### src/rtl/pi_digit_stream.sv
// pi_digit_stream
//   Streams BCD digits of pi out of a DPD-packed word memory. A request
//   (start index, digit count) is taken on a valid/ready handshake. Declets
//   are fetched two words at a time, decoded, and the digits are pushed into
//   a small buffer. They leave LANES digits per beat on a valid/ready stream.
//
// Ports
//   clk_i, rst_n_i          clock, asynchronous active-low reset
//   req_valid_i/req_ready_o request handshake
//   req_index_i             first digit index
//   req_count_i             digits requested (clamped to the image size)
//   mem_addr_o, mem_q_i     word address out; data returns one cycle later
//   out_valid_o/out_ready_i output beat handshake
//   out_digits_o            LANES BCD digits, lane 0 in [3:0] is the earliest
//   out_count_o             number of valid lanes in the beat (0..LANES)
//   out_last_o              final beat of the request
module pi_digit_stream #(
  parameter int N      = 24,
  parameter int MEM_W  = 18,
  parameter int LANES  = 4,
  parameter int DIGITS = 3000000
) (
  input  logic               clk_i,
  input  logic               rst_n_i,
  input  logic               req_valid_i,
  output logic               req_ready_o,
  input  logic [N-1:0]       req_index_i,
  input  logic [N-1:0]       req_count_i,
  output logic [N-1:0]       mem_addr_o,
  input  logic [MEM_W-1:0]   mem_q_i,
  output logic               out_valid_o,
  input  logic               out_ready_i,
  output logic [4*LANES-1:0] out_digits_o,
  output logic [3:0]         out_count_o,
  output logic               out_last_o
);
  localparam int DEPTH = LANES + 2;
  localparam int SW    = $clog2(MEM_W + 10);
  localparam int BW    = N + 4;
  localparam logic [N-1:0]  DIGITS_N = N'(DIGITS);
  localparam logic [BW-1:0] MEM_W_B  = BW'(MEM_W);

  typedef enum logic [2:0] {S_IDLE, S_ADDR, S_CAPTURE, S_FILL, S_EMIT, S_EMPTY} state_e;

  // DPD declet -> three BCD digits {hi, mid, lo}.
  function automatic logic [11:0] dpd_decode(input logic [9:0] d);
    logic p, q, r, s, t, u, v, w, x, y;
    logic [3:0] h, m, l;
    {p, q, r, s, t, u, v, w, x, y} = d;
    h = {1'b0, p, q, r};
    m = {1'b0, s, t, u};
    l = {1'b0, w, x, y};
    if (v) begin
      case ({w, x})
        2'b00: l = {3'b100, y};
        2'b01: begin m = {3'b100, u}; l = {1'b0, s, t, y}; end
        2'b10: begin h = {3'b100, r}; l = {1'b0, p, q, y}; end
        default: begin
          case ({s, t})
            2'b00: begin h = {3'b100, r}; m = {3'b100, u}; l = {1'b0, p, q, y}; end
            2'b01: begin h = {3'b100, r}; m = {1'b0, p, q, u}; l = {3'b100, y}; end
            2'b10: begin m = {3'b100, u}; l = {3'b100, y}; end
            default: begin h = {3'b100, r}; m = {3'b100, u}; l = {3'b100, y}; end
          endcase
        end
      endcase
    end
    return {h, m, l};
  endfunction

  state_e                   state_q;
  logic                     phase_q;     // ADDR sub-cycle: 0 -> word a, 1 -> word a+1
  logic [N-1:0]             a_q;         // word address of the current declet
  logic [SW-1:0]            s_q;         // bit offset of the current declet in word a
  logic [1:0]               skip_q;      // leading digits to drop from the first declet
  logic [N-1:0]             fetch_q;     // digits still to be pushed into the buffer
  logic [N-1:0]             rem_q;       // digits still to be emitted
  logic [MEM_W-1:0]         lo_q;
  logic [11:0]              dec_q;
  logic [DEPTH-1:0][3:0]    buf_q;       // entry 0 is the oldest digit
  logic [3:0]               bcnt_q;
  logic [N-1:0]             mem_addr_q;
  logic                     req_ready_q;
  logic                     out_valid_q;
  logic [4*LANES-1:0]       out_digits_q;
  logic [3:0]               out_count_q;
  logic                     out_last_q;

  // Accept-time arithmetic: clamp the count and locate the first declet.
  logic [N-1:0]  avail, eff_cnt;
  logic [BW-1:0] bitpos0;
  always_comb begin
    avail   = DIGITS_N - req_index_i;
    eff_cnt = (req_index_i >= DIGITS_N) ? '0 :
              ((req_count_i < avail) ? req_count_i : avail);
    bitpos0 = BW'(req_index_i / N'(3)) * BW'(10);
  end

  // Declet extraction from the two-word window and step to the next declet.
  logic [2*MEM_W-1:0] pair;
  logic [9:0]         declet;
  logic [SW-1:0]      s_sum;
  logic               s_wrap;
  always_comb begin
    pair   = {mem_q_i, lo_q};
    declet = 10'(pair >> s_q);
    s_sum  = s_q + SW'(10);
    s_wrap = (s_sum >= SW'(MEM_W));
  end

  // Push of the decoded digits, honouring the skip and the remaining count.
  logic [1:0]            take;
  logic [DEPTH-1:0][3:0] push_buf;
  logic [3:0]            push_cnt;
  always_comb begin
    take = 2'd3 - skip_q;
    if (fetch_q < N'(take)) take = fetch_q[1:0];
    push_buf = buf_q;
    push_cnt = bcnt_q;
    for (int j = 0; j < 3; j++) begin
      if (j >= int'(skip_q) && j < int'(skip_q) + int'(take)) begin
        for (int p = 0; p < DEPTH; p++)
          if (p == int'(push_cnt)) push_buf[p] = dec_q[4*(2-j) +: 4];
        push_cnt = push_cnt + 4'd1;
      end
    end
  end

  // Pop of the beat being handed off.
  logic [DEPTH-1:0][3:0] pop_buf;
  logic [3:0]            pop_cnt;
  logic [N-1:0]          pop_rem;
  always_comb begin
    pop_buf = buf_q >> {out_count_q, 2'b00};
    pop_cnt = bcnt_q - out_count_q;
    pop_rem = rem_q - N'(out_count_q);
  end

  // Next beat, built from the buffer as it will look after this cycle.
  logic [DEPTH-1:0][3:0] src_buf;
  logic [3:0]            src_cnt, beat_n;
  logic [N-1:0]          src_rem;
  logic [4*LANES-1:0]    beat_d;
  logic                  beat_last;
  always_comb begin
    src_buf = (state_q == S_FILL) ? push_buf : pop_buf;
    src_cnt = (state_q == S_FILL) ? push_cnt : pop_cnt;
    src_rem = (state_q == S_FILL) ? rem_q    : pop_rem;
    beat_n  = (src_cnt < 4'(LANES)) ? src_cnt : 4'(LANES);
    beat_d  = '0;
    for (int l = 0; l < LANES; l++)
      if (4'(l) < beat_n) beat_d[4*l +: 4] = src_buf[l];
    beat_last = (N'(beat_n) == src_rem);
  end

  always_ff @(posedge clk_i or negedge rst_n_i) begin
    if (!rst_n_i) begin
      state_q      <= S_IDLE;
      phase_q      <= 1'b0;
      a_q          <= '0;
      s_q          <= '0;
      skip_q       <= '0;
      fetch_q      <= '0;
      rem_q        <= '0;
      lo_q         <= '0;
      dec_q        <= '0;
      buf_q        <= '0;
      bcnt_q       <= '0;
      mem_addr_q   <= '0;
      req_ready_q  <= 1'b1;
      out_valid_q  <= 1'b0;
      out_digits_q <= '0;
      out_count_q  <= '0;
      out_last_q   <= 1'b0;
    end else begin
      case (state_q)
        S_IDLE: begin
          if (req_valid_i) begin
            req_ready_q <= 1'b0;
            skip_q      <= 2'(req_index_i % N'(3));
            fetch_q     <= eff_cnt;
            rem_q       <= eff_cnt;
            bcnt_q      <= '0;
            buf_q       <= '0;
            a_q         <= N'(bitpos0 / MEM_W_B);
            s_q         <= SW'(bitpos0 % MEM_W_B);
            if (eff_cnt != '0) begin
              state_q    <= S_ADDR;
              phase_q    <= 1'b0;
              mem_addr_q <= N'(bitpos0 / MEM_W_B);
            end else begin
              state_q      <= S_EMPTY;
              out_valid_q  <= 1'b1;
              out_digits_q <= '0;
              out_count_q  <= '0;
              out_last_q   <= 1'b1;
            end
          end
        end
        S_ADDR: begin
          if (!phase_q) begin
            phase_q    <= 1'b1;
            mem_addr_q <= a_q + N'(1);
          end else begin
            lo_q    <= mem_q_i;      // word a, returned for last cycle's address
            state_q <= S_CAPTURE;
          end
        end
        S_CAPTURE: begin
          dec_q   <= dpd_decode(declet);
          a_q     <= s_wrap ? a_q + N'(1) : a_q;
          s_q     <= s_wrap ? s_sum - SW'(MEM_W) : s_sum;
          state_q <= S_FILL;
        end
        S_FILL: begin
          buf_q   <= push_buf;
          bcnt_q  <= push_cnt;
          fetch_q <= fetch_q - N'(take);
          skip_q  <= '0;
          if (push_cnt >= 4'(LANES) || fetch_q == N'(take)) begin
            state_q      <= S_EMIT;
            out_valid_q  <= 1'b1;
            out_digits_q <= beat_d;
            out_count_q  <= beat_n;
            out_last_q   <= beat_last;
          end else begin
            state_q    <= S_ADDR;
            phase_q    <= 1'b0;
            mem_addr_q <= a_q;
          end
        end
        S_EMIT: begin
          if (out_ready_i) begin
            buf_q  <= pop_buf;
            bcnt_q <= pop_cnt;
            rem_q  <= pop_rem;
            if (out_last_q) begin
              state_q      <= S_IDLE;
              req_ready_q  <= 1'b1;
              out_valid_q  <= 1'b0;
              out_digits_q <= '0;
              out_count_q  <= '0;
              out_last_q   <= 1'b0;
            end else if (pop_cnt >= 4'(LANES) || fetch_q == '0) begin
              // Enough buffered (or nothing left to fetch): next beat straight away.
              out_digits_q <= beat_d;
              out_count_q  <= beat_n;
              out_last_q   <= beat_last;
            end else begin
              state_q      <= S_ADDR;
              phase_q      <= 1'b0;
              mem_addr_q   <= a_q;
              out_valid_q  <= 1'b0;
              out_digits_q <= '0;
              out_count_q  <= '0;
              out_last_q   <= 1'b0;
            end
          end
        end
        S_EMPTY: begin
          if (out_ready_i) begin
            state_q     <= S_IDLE;
            req_ready_q <= 1'b1;
            out_valid_q <= 1'b0;
            out_last_q  <= 1'b0;
          end
        end
        default: state_q <= S_IDLE;
      endcase
    end
  end

  assign req_ready_o  = req_ready_q;
  assign mem_addr_o   = mem_addr_q;
  assign out_valid_o  = out_valid_q;
  assign out_digits_o = out_digits_q;
  assign out_count_o  = out_count_q;
  assign out_last_o   = out_last_q;

endmodule

### config.mk
export PLATFORM = sky130hd
export DESIGN_NAME = pi_digit_stream
export DESIGN_NICKNAME = d
export VERILOG_FILES = /design/src/rtl/pi_digit_stream.sv
export SDC_FILE = /design/constraint.sdc
export NUM_CORES = 1
export LEC_CHECK = 0
export BUFFER_PORTS_ARGS = -buffer_cell sky130_fd_sc_hd__buf_2
export CORE_MARGIN = 2
export CORE_UTILIZATION = 64
export DETAILED_ROUTE_END_ITERATION = 8
export MAX_ROUTING_LAYER = met4
export PLACE_DENSITY = 0.93
export SETUP_SLACK_MARGIN = 0.05
export SLEW_MARGIN = 20
export SYNTH_ARGS = -nofsm -noshare
export SYNTH_HDL_FRONTEND = slang
export SYNTH_SLANG_ARGS = --single-unit
### constraint.sdc
create_clock -name clk_i -period 7.9 [get_ports clk_i]
set_input_delay 0.79 -clock clk_i [delete_from_list [all_inputs] [get_ports clk_i]]
set_output_delay 0.79 -clock clk_i [all_outputs]
set_load 0.01 [all_outputs]
==> flow_summary.json, run 1 <==
{
  "status": "aborted with a tool error",
  "failing_step": "global routing",
  "firstError": "[ERROR GRT-0116] Global routing finished with congestion. Check the congestion regions in the DRC Viewer.",
  "cts_made_buffers": 17,
  "grt-ovfl-total": 194,
  "yosysTopAreaCellShare": 0.209,
  "die_w_um": 191,
  "async_flop_share": 1.00,
  "yosysMostFrequentCell": "nand2_1",
  "io_buffers": 116,
  "netlist_area_sq_um": 22300,
  "grt_max_degree": 118,
  "pin_count": 117,
  "clockBufferDepth": 2,
  "ys.warnings.count": 0,
  "syn_avg_cell_area_sq_um": 7.27,
  "grt_pass1_vias": 36500,
  "yosys-top-cells-count": "nand2_1 (353), a21oi_1 (329), nor2_1 (323)",
  "syn-num-nets": 3239,
  "htreeDepth": 4,
  "postCtsHoldBufs": 0,
  "synthTopCellsByArea": "dfrtp_1 (21%), a21oi_1 (7.4%), o21ai_0 (6.1%), nand2_1 (5.9%), nor2_1 (5.4%)",
  "num_rows": 68,
  "post-place-cells": 3917,
  "cts.sinks": 187,
  "synth_seq_cells": 187,
  "grt_pass1_wl_um": 218000,
  "clk_root_buffer_cell": "clkbuf_16",
  "start_util": 0.647,
  "synth_cell_types": 131,
  "routabilityCongestion": 1.12,
  "synth_cells": 3068,
  "yosysSeqAreaShare": 0.210,
  "synth_edf_count": 0,
  "yosysTopAreaCell": "dfrtp_1",
  "fp.dieH_um": 191,
  "grt_usage": 0.798,
  "ys.flop_type": "dfrtp_1",
  "dp_hpwl_um": 62700
}
-- per-layer routing --
metal	global-route usage	GRT overflow
met1	0.776	4
met2	0.926	101
met3	0.660	2
met4	0.810	87
met5	-	-
-- timing repair --
action	4_1_cts
gates cloned	3
setup endpoints to repair	49
pin swaps	116
gates resized for setup	203
buffers inserted	114
-- metrics by stage --
step | TNS [ns] | hold slack, ns | worst slack [ns] | cell area (sq um)
after floorplan | -325.90 | 0.462 | -11.10 | 23000
after global placement | -347.96 | 0.457 | -11.30 | 26900
after detailed placement | -406.79 | 0.467 | -12.90 | 26900
after CTS | -334.12 | 0.484 | -11.10 | 29300
-- cell families after synthesis --
group	after synthesis	share of synthesized area
and+or+nand+nor	1170	0.246
xor gates and xnor gates	96	0.0384
AOI/OAI and AO/OA	1099	0.325
buffers and inverters	272	0.0480
muxes	140	0.0732
adders and majority gates	104	0.0597
DFF	187	0.210
==> run 2, diff against run 1 <==
--- a/config.mk
+++ b/config.mk
@@ -7,11 +7,9 @@
 export LEC_CHECK = 0
 export BUFFER_PORTS_ARGS = -buffer_cell sky130_fd_sc_hd__buf_2
 export CORE_MARGIN = 2
-export CORE_UTILIZATION = 64
+export CORE_UTILIZATION = 40
 export DETAILED_ROUTE_END_ITERATION = 8
-export MAX_ROUTING_LAYER = met4
-export PLACE_DENSITY = 0.93
-export SETUP_SLACK_MARGIN = 0.05
+export PLACE_DENSITY_LB_ADDON = 0.15
 export SLEW_MARGIN = 20
 export SYNTH_ARGS = -nofsm -noshare
 export SYNTH_HDL_FRONTEND = slang
==> run 2 against run 1 <==
Against the previous run:
- the flow now finishes, with violations (negative setup slack)
- area after synthesis did not move
- synthesized cell count unchanged
==> flow_summary.json, run 2 <==
{
  "arrival_ns": 19.33,
  "htreeDepth": 4,
  "io_buffers": 116,
  "yosysTopAreaCellShare": 0.209,
  "drc_errors": 0,
  "grt_usage": 0.276,
  "antenna_left": 0,
  "fin_cells": 4388,
  "setup.worst_path.class": "in2reg",
  "violations": "negative setup slack",
  "synth_cell_types": 131,
  "cts.sinks": 187,
  "dp_hpwl_um": 59900,
  "grt-ovfl-total": 0,
  "synthTopCellsByArea": "dfrtp_1 (21%), a21oi_1 (7.4%), o21ai_0 (6.1%), nand2_1 (5.9%), nor2_1 (5.4%)",
  "crit_family": "compound AO/OA/AOI/OAI gates",
  "drtPass1Iterations": 7,
  "hold_viol": 0,
  "clk_root_buffer_cell": "clkbuf_16",
  "grt_max_degree": 138,
  "crit_buf_inv": 18,
  "clock_latency_ns": 0.51,
  "grt_pass1_wl_um": 130000,
  "worstHoldPathType": "in2async",
  "yosysSeqAreaShare": 0.210,
  "slowest_delay_ns": 0.56,
  "pin_count": 117,
  "layout_common_cells": "buf_4 (551), nand2_1 (336), nor2_1 (304), a21oi_1 (284), o21ai_0 (227)",
  "crit_slowest_cell": "or4b_4",
  "post-place-cells": 4268,
  "layout-drive-gt1-share": 0.329,
  "tightest_slew_ns": 1.02,
  "status": "finished with violations",
  "postCtsHoldBufs": 0,
  "async_flop_share": 1.00,
  "path_max_fanout": 8,
  "syn_avg_cell_area_sq_um": 7.27,
  "cts.clk_slew.worst_paths_ns": 0.09,
  "vias": 25700,
  "ys.warnings.count": 0,
  "finalSetupViolations": 49,
  "mostFrequentLayoutCell": "buf_4",
  "period_share": 2.39,
  "yosysTopAreaCell": "dfrtp_1",
  "fin_skew_ns": 0.0237,
  "fin_nets": 3797,
  "synth_edf_count": 0,
  "min_period_ns": 18.92,
  "yosysMostFrequentCell": "nand2_1",
  "synth_seq_cells": 187,
  "start_kind": "primary input",
  "required_ns": 8.31,
  "cts_made_buffers": 17,
  "synth_cells": 3068,
  "fmax_mhz": 52.9,
  "start_util": 0.405,
  "num_rows": 86,
  "dieArea_sq_um": 57700,
  "clockBufferDepth": 2,
  "crit_top_cell": "buf_4",
  "fp.dieH_um": 240,
  "yosys-top-cells-count": "nand2_1 (353), a21oi_1 (329), nor2_1 (323)",
  "routed_wl_um": 80800,
  "final-max-slew-violation-count": 0,
  "routabilityCongestion": 0.926,
  "netlist_area_sq_um": 22300,
  "antenna_found_initial": 1,
  "via_per_inst": 5.86,
  "fin_ws_ns": -11.02,
  "cts_tree": "done",
  "rsz0062_at_grt": "yes",
  "die_w_um": 240,
  "area_growth_pct": 37.4,
  "ys.flop_type": "dfrtp_1",
  "place_ws_ns": -11.92,
  "routedWlPerCell_um": 18.4,
  "slew_headroom": 0.321,
  "num-fill-cells": 5159,
  "worst_setup_path_end_kind": "register",
  "max_cap_violations": 0,
  "syn-num-nets": 3239,
  "coreArea_sq_um": 55100,
  "drt-initial-drc-count": 1791,
  "grt_pass1_vias": 24800
}
## run 2: per-stage QoR
stage / area [sq um] / hold WS (ns) / setup TNS (ns) / utilization
floorplan: 23000 / 0.462 / -325.90 / -
global placement: 27700 / 0.460 / -361.97 / 0.503
detailed placement: 27700 / 0.466 / -372.78 / 0.503
CTS: 29700 / 0.234 / -316.13 / 0.539
global route: 30700 / 0.243 / -362.66 / 0.556
finish: 30700 / 0.233 / -330.42 / 0.556
## run 2: area by class of cell
| type | instances | area [sq um] | area share |
|---|---|---|---|
| Clock inverter | 14 | 165 | 0.00539 |
| Inverter | 73 | 283 | 0.00922 |
| Timing Repair Buffer | 737 | 5570 | 0.182 |
| Sequential cell | 187 | 4680 | 0.153 |
| Tap cell | 748 | 936 | 0.0305 |
| Clock buffer | 18 | 439 | 0.0143 |
| Antenna cell | 1 | 2.50 | 0.0000816 |
| Multi-Input combinational cell | 2610 | 18600 | 0.606 |
## run 2: path summary, 6_finish.rpt
| kind | slack, ns | end | cells past startpoint | startpoint |
|---|---|---|---|---|
| max in group asynchronous | 6.46 | a_q[19]$_DFFE_PN0P_ | 2 | rst_n_i |
| min in group clk_i | 0.48 | out_digits_o[7]$_DFFE_PN0P_ | 2 | out_digits_o[7]$_DFFE_PN0P_ |
| min | 0.23 | rem_q[16]$_DFFE_PN0P_ | 1 | rst_n_i |
| max | -11.02 | s_q[2]$_DFFE_PN0P_ | 98 | req_index_i[0] |
| min reg2reg | 0.48 | out_digits_o[7]$_DFFE_PN0P_ | 2 | out_digits_o[7]$_DFFE_PN0P_ |
| max reg2reg | 0.45 | mem_addr_o[18]$_DFFE_PN0P_ | 25 | fetch_q[20]$_DFFE_PN0P_ |
## run 2: timing repair
item / in CTS / in global routing
setup endpoints to repair: 49 / 51
pin swaps: 128 / 81
gates cloned: 2 / 0
buffers inserted: 52 / 43
gates resized for setup: 199 / 154
endpoints found under the hold margin: 0 / 0
## run 2: metal layers
layer  wire length, um  up-vias  GRT usage
met5                 0        -          0
met4              2230        0     0.0823
met3              3420      146     0.0312
met2             40200      675      0.488
met1             35000    12400      0.352
li1                  -    12500          -
## run 2: logic make-up (layout without fill, tap and decap cells)
family	Yosys count	in the layout	synth area share
buf+inv	272	842	0.0480
other cells	0	1	0
compound gates	1099	1099	0.325
xor+xnor	96	96	0.0384
fa+ha+maj	104	104	0.0597
simple gates	1170	1170	0.246
mux	140	141	0.0732
flops	187	187	0.210
## run 2: worst register-to-register path, delay by kind of cell (launching register included)
kind	cells	cell delay (ns)
compound gates	5	1.16
fa+ha+maj	3	0.90
simple gates	11	3.16
mux	1	0.46
xor+xnor	3	0.79
buf+inv	2	0.41
flops	1	0.43
Power of run 2 is not shown: default switching activity piles up to over one toggle a cycle in this logic, so the estimate is an artifact.
